### config.mk
export PLATFORM = sky130hd
export DESIGN_NAME = count_monitor
export DESIGN_NICKNAME = d
export VERILOG_FILES = /design/src/rtl/count_monitor.sv
export SDC_FILE = /design/constraint.sdc
export NUM_CORES = 1
export LEC_CHECK = 0
export ABC_AREA = 1
export CORE_AREA = 8 8 73 75
export DETAILED_ROUTE_END_ITERATION = 8
export DIE_AREA = 0 0 81 83
export PLACE_DENSITY = 0.75
export SKIP_LAST_GASP = 1
export SLEW_MARGIN = 10
export SYNTH_ARGS = -nofsm -noshare
export SYNTH_HDL_FRONTEND = slang
export SYNTH_SLANG_ARGS = --single-unit
### constraint.sdc
create_clock -name clk -period 2.8 [get_ports clk]
set_clock_uncertainty 0.05 [all_clocks]
set_input_delay 0.7 -clock clk [delete_from_list [all_inputs] [get_ports clk]]
set_output_delay 0.7 -clock clk [all_outputs]
set_load 0.03 [all_outputs]
### src/rtl/count_monitor.sv
// Watches a sampled 4-bit up/down counter and classifies each step as hold/up/down/jump,
// keeping a run length of identical classes and saturating per-class event totals.
module count_monitor #(
  parameter int EVT_W = 8
) (
  input  logic             clk,
  input  logic             claer,
  input  logic             sample,
  input  logic [3:0]       count_in,
  output logic [1:0]       op,
  output logic             op_valid,
  output logic             wrap_up,
  output logic             wrap_down,
  output logic [3:0]       run_len,
  output logic [EVT_W-1:0] up_cnt,
  output logic [EVT_W-1:0] down_cnt,
  output logic [EVT_W-1:0] jump_cnt,
  output logic             armed
);

  typedef enum logic {
    IDLE  = 1'b0,
    TRACK = 1'b1
  } state_t;

  localparam logic [1:0] OP_HOLD = 2'b00;
  localparam logic [1:0] OP_UP   = 2'b01;
  localparam logic [1:0] OP_DOWN = 2'b10;
  localparam logic [1:0] OP_JUMP = 2'b11;

  state_t           state_reg, state_next;
  logic [3:0]       prev_reg, prev_next;
  logic             first_reg, first_next;
  logic [1:0]       op_reg, op_next;
  logic             op_valid_reg, op_valid_next;
  logic             wrap_up_reg, wrap_up_next;
  logic             wrap_down_reg, wrap_down_next;
  logic [3:0]       run_len_reg, run_len_next;
  logic [EVT_W-1:0] up_cnt_reg, up_cnt_next;
  logic [EVT_W-1:0] down_cnt_reg, down_cnt_next;
  logic [EVT_W-1:0] jump_cnt_reg, jump_cnt_next;

  logic [3:0] step;
  logic [1:0] cls;

  // Modulo-16 difference: +1 is up, -1 (15) is down, including across the wrap.
  assign step = count_in - prev_reg;

  always_comb begin
    unique case (step)
      4'd0:    cls = OP_HOLD;
      4'd1:    cls = OP_UP;
      4'd15:   cls = OP_DOWN;
      default: cls = OP_JUMP;
    endcase
  end

  always_ff @(posedge clk) begin
    if (claer) begin
      state_reg     <= IDLE;
      prev_reg      <= '0;
      first_reg     <= 1'b0;
      op_reg        <= OP_HOLD;
      op_valid_reg  <= 1'b0;
      wrap_up_reg   <= 1'b0;
      wrap_down_reg <= 1'b0;
      run_len_reg   <= '0;
      up_cnt_reg    <= '0;
      down_cnt_reg  <= '0;
      jump_cnt_reg  <= '0;
    end else begin
      state_reg     <= state_next;
      prev_reg      <= prev_next;
      first_reg     <= first_next;
      op_reg        <= op_next;
      op_valid_reg  <= op_valid_next;
      wrap_up_reg   <= wrap_up_next;
      wrap_down_reg <= wrap_down_next;
      run_len_reg   <= run_len_next;
      up_cnt_reg    <= up_cnt_next;
      down_cnt_reg  <= down_cnt_next;
      jump_cnt_reg  <= jump_cnt_next;
    end
  end

  always_comb begin
    state_next     = state_reg;
    prev_next      = prev_reg;
    first_next     = first_reg;
    op_next        = op_reg;
    op_valid_next  = 1'b0;
    wrap_up_next   = 1'b0;
    wrap_down_next = 1'b0;
    run_len_next   = run_len_reg;
    up_cnt_next    = up_cnt_reg;
    down_cnt_next  = down_cnt_reg;
    jump_cnt_next  = jump_cnt_reg;

    if (sample) begin
      unique case (state_reg)
        IDLE: begin
          prev_next  = count_in;
          state_next = TRACK;
          first_next = 1'b1;
        end
        TRACK: begin
          prev_next      = count_in;
          first_next     = 1'b0;
          op_next        = cls;
          op_valid_next  = 1'b1;
          wrap_up_next   = (cls == OP_UP)   && (prev_reg == 4'd15);
          wrap_down_next = (cls == OP_DOWN) && (prev_reg == 4'd0);
          // A new run starts on the first class after arming or on a class change.
          if (first_reg || (cls != op_reg)) begin
            run_len_next = 4'd1;
          end else if (run_len_reg != 4'd15) begin
            run_len_next = run_len_reg + 4'd1;
          end
          if ((cls == OP_UP) && (up_cnt_reg != '1)) begin
            up_cnt_next = up_cnt_reg + 1'b1;
          end
          if ((cls == OP_DOWN) && (down_cnt_reg != '1)) begin
            down_cnt_next = down_cnt_reg + 1'b1;
          end
          if ((cls == OP_JUMP) && (jump_cnt_reg != '1)) begin
            jump_cnt_next = jump_cnt_reg + 1'b1;
          end
        end
        default: state_next = IDLE;
      endcase
    end
  end

  assign op        = op_reg;
  assign op_valid  = op_valid_reg;
  assign wrap_up   = wrap_up_reg;
  assign wrap_down = wrap_down_reg;
  assign run_len   = run_len_reg;
  assign up_cnt    = up_cnt_reg;
  assign down_cnt  = down_cnt_reg;
  assign jump_cnt  = jump_cnt_reg;
  assign armed     = (state_reg == TRACK);

endmodule
==> metrics.md <==
| Metric | Value |
|---|---|
| Clock Latency Late Sink | `0.29 ns` |
| Crit Path Max Fanout | `4` |
| Final setup violation count | `0` |
| Average size of a mapped cell | `7.61 um2` |
| Total CTS buffers | `5` |
| Die area | `between 6000 and 7000 um2` |
| Min-Delay Endpoint | `down_cnt[4]$_SDFFE_PP0P_` |
| CP startpoint kind | `input pin` |
| Main synth FF type | `dfxtp_1` |
| Minimum clock period | `roughly 2.7 ns` |
| Largest net degree at the start of global routing | `15` |
| Place WS | `-0.348 ns` |
| Final core occ | `between 60% and 70%` |
| Routed len/inst | `12.9 um` |
| Share of the yosys chip area belonging to registers | `38.4%` |
| Largest cells by area after synthesis | `dfxtp_1 38%, inv_1 7.6%, nand2_1 7.0%` |
| Gr usage total | `between 10 and 15%` |
| Lkg Pwr | `0.00110 uW` |
| Clock sinks | `39` |
| Worst slew pin tran | `0.420 ns` |
| DIE HEIGHT | `83 um` |
| Yosys top cell by area | `dfxtp_1` |
| Maximum buffer depth of the clock tree | `2` |
| Worst Hold Class | `flip-flop to flip-flop` |
| Synth Register Bits | `39` |
| CP arrival | `between 2 and 3 ns` |
| Syn_nets | `~280` |
| DRC | `0` |
| H-tree Lvls | `2` |
| Crit. End Element | `flip-flop` |
| HP Start | `down_cnt[4]$_SDFFE_PP0P_` |
| Vias | `~1900` |
| Reg2reg end | `jump_cnt[2]$_SDFFE_PP0P_` |
| CP Class | `input pin to flip-flop` |
| DIE WIDTH | `81 um` |
| Status | `complete, no violations` |
| Distinct cells, synth | `34` |
| PnR worst setup slack | `0.107 ns` |
| DR vias/cell | `5.10` |
| Max rail drop VDD | `0.000367 V` |
| Hpwl dp | `3.45 mm` |
| Worst slew margin | `71.9%` |
| Hold depth | `2` |
| Synthesized instance count | `267` |
| Fmax | `371 MHz` |
| CTS Hold Buffers Added | `0` |
| FF-to-FF Start | `prev_reg[0]$_SDFFE_PP0P_` |
| Final period util | `96.2%` |
| Max Cap Viol | `0` |
| Clk slew on worst S/H paths | `0.07 ns` |
| TritonRoute pass-1 iters | `4` |
| Final Wtd Congestion | `roughly 0.8` |
| Clock tree root buffer cell | `clkbuf_8` |
| Mapped cell area | `2030 um2` |
| Pins Over Slew Limit | `0` |
| First-pass GRT wire length | `~8 mm` |
| Number of global-route vias before repair | `1765` |
| CTS tree | `built` |
| Crit path required time | `2.93 ns` |
| Post-route ant nets | `0` |
| # diodes | `0` |
| Ys Warns | `0` |
| Share of layout cells above drive strength 1 | `between 10% and 20%` |
| Async S/R FF share, synth | `0%` |
| Net count, final | `340` |
| CORE AREA | `4200 um2` |
| Slack of the worst reg-to-reg path | `0.36 ns` |
| Total grt overflow | `0` |
| IO Count | `41` |
| Starting density of the core | `48.3%` |
| R2R depth | `13` |
| Share of the synthesized area in the top cell type | `38.4%` |
| Number of flops mapped to enable cells by yosys | `0` |
| Count of buffers from port buffering | `40` |
| Final WL | `4.85 mm` |
| Row Count | `24` |
| Area Growth Syn to Fin | `37.6%` |
| Initial DRC Count | `88` |
| Initial antenna violation count | `0` |
| Final hold vios | `0` |
| Pwr dens | `463 nW/um2` |
Yosys cell counts (3+ instances only):
| master | count |
|---|---|
| nor2_4 | 5 |
| dfxtp_1 | 39 |
| xor2_1 | 3 |
| inv_1 | 41 |
| nand2_2 | 7 |
| a21oi_1 | 28 |
| nand4_1 | 10 |
| nand3_1 | 13 |
| clkbuf_1 | 3 |
| nand2_1 | 38 |
| nor2_2 | 3 |
| o21ai_0 | 18 |
| nor2_1 | 14 |
| nor3_1 | 15 |
| ha_1 | 7 |
critical path, stage by stage:
cell	delay, ns
clkdlybuf4s50_1	0.53
ha_4	0.24
a21oi_2	0.19
nand3_1	0.14
nand3_2	0.15
nand2_4	0.10
buf_12	0.13
nor3_4	0.24
buf_4	0.15
nand2_1	0.05
o21ai_0	0.14
a21oi_1	0.05
repair_timing:
item | in CTS | in global routing
setup endpoints to repair | 4 | 24
resized for setup | 6 | 20
buffers inserted | 1 | 5
pin swaps | 8 | 17
power breakdown:
part	leakage [uW]	switching, uW	internal, uW
logic	0.000734	151	108
registers	0.000317	15.6	570
clock network	0.0000513	188	261
total	0.00110	355	939
layout by cell type (no fill, tap or decap), types with 9 or more instances in the layout:
master           instances
a21oi_1                 25
nand4_1                 10
nand2_1                 33
nor3_1                  15
dfxtp_1                 39
inv_1                   39
nand2_2                  9
clkdlybuf4s50_1         38
buf_4                   12
nor2_1                  13
o21ai_0                 16
nand3_1                 11
layout make-up:
type | count | area (um2)
inverters | 44 | 168
repair buffers | 54 | 527
flip-flops and latches | 39 | 781
fillers | 356 | 1410
well taps | 52 | 65.1
clock buffers | 6 | 72.6
multi-input cells | 181 | 1150
clock inverters | 1 | 30.0
worst max-delay path by stage:
| stage | startpoint | end | depth (start not counted) |
|---|---|---|---|
| finish | count_in[2] | jump_cnt[2]$_SDFFE_PP0P_ | 12 |
| global route | count_in[2] | jump_cnt[4]$_SDFFE_PP0P_ | 12 |
| CTS | count_in[0] | down_cnt[7]$_SDFFE_PP0P_ | 14 |
| detailed placement | count_in[0] | run_len[0]$_SDFFE_PP0P_ | 16 |
| global placement | count_in[0] | run_len[0]$_SDFFE_PP0P_ | 16 |
| floorplan | count_in[0] | down_cnt[7]$_SDFFE_PP0P_ | 13 |
logic make-up after synthesis:
| group | count (synthesis) | share of synthesized area [%] |
|---|---|---|
| AO/OA/AOI/OAI | 55 | 14.8 |
| buffers and inverters | 47 | 8.81 |
| AND/OR/NAND/NOR | 114 | 31.0 |
| XOR/XNOR | 4 | 1.72 |
| adder cells (fa/ha/maj) | 8 | 5.30 |
| flip-flops | 39 | 38.4 |
through the flow:
step / hold slack [ns] / instances / TNS (ns) / power, uW / area [um2]
global placement: 0.403 / 364 / -5.30 / 802 / 2550
finish: 0.417 / 377 / 0 / 1290 / 2800
floorplan: 0.386 / 267 / 0 / 741 / 2030
detailed placement: 0.413 / 364 / -6.25 / 807 / 2550
global route: 0.457 / 377 / -0.0173 / 1360 / 2800
CTS: 0.423 / 372 / -0.0103 / 1270 / 2670
metal layers:
layer	up-vias	track usage [%]	part of all wire, %
met1	875	17.9	44
met5	-	0	0
met4	0	5.37	1.4
li1	1001	-	-
met3	6	4.31	6.2
met2	41	22.6	48
(Power assumes the default switching activity.)
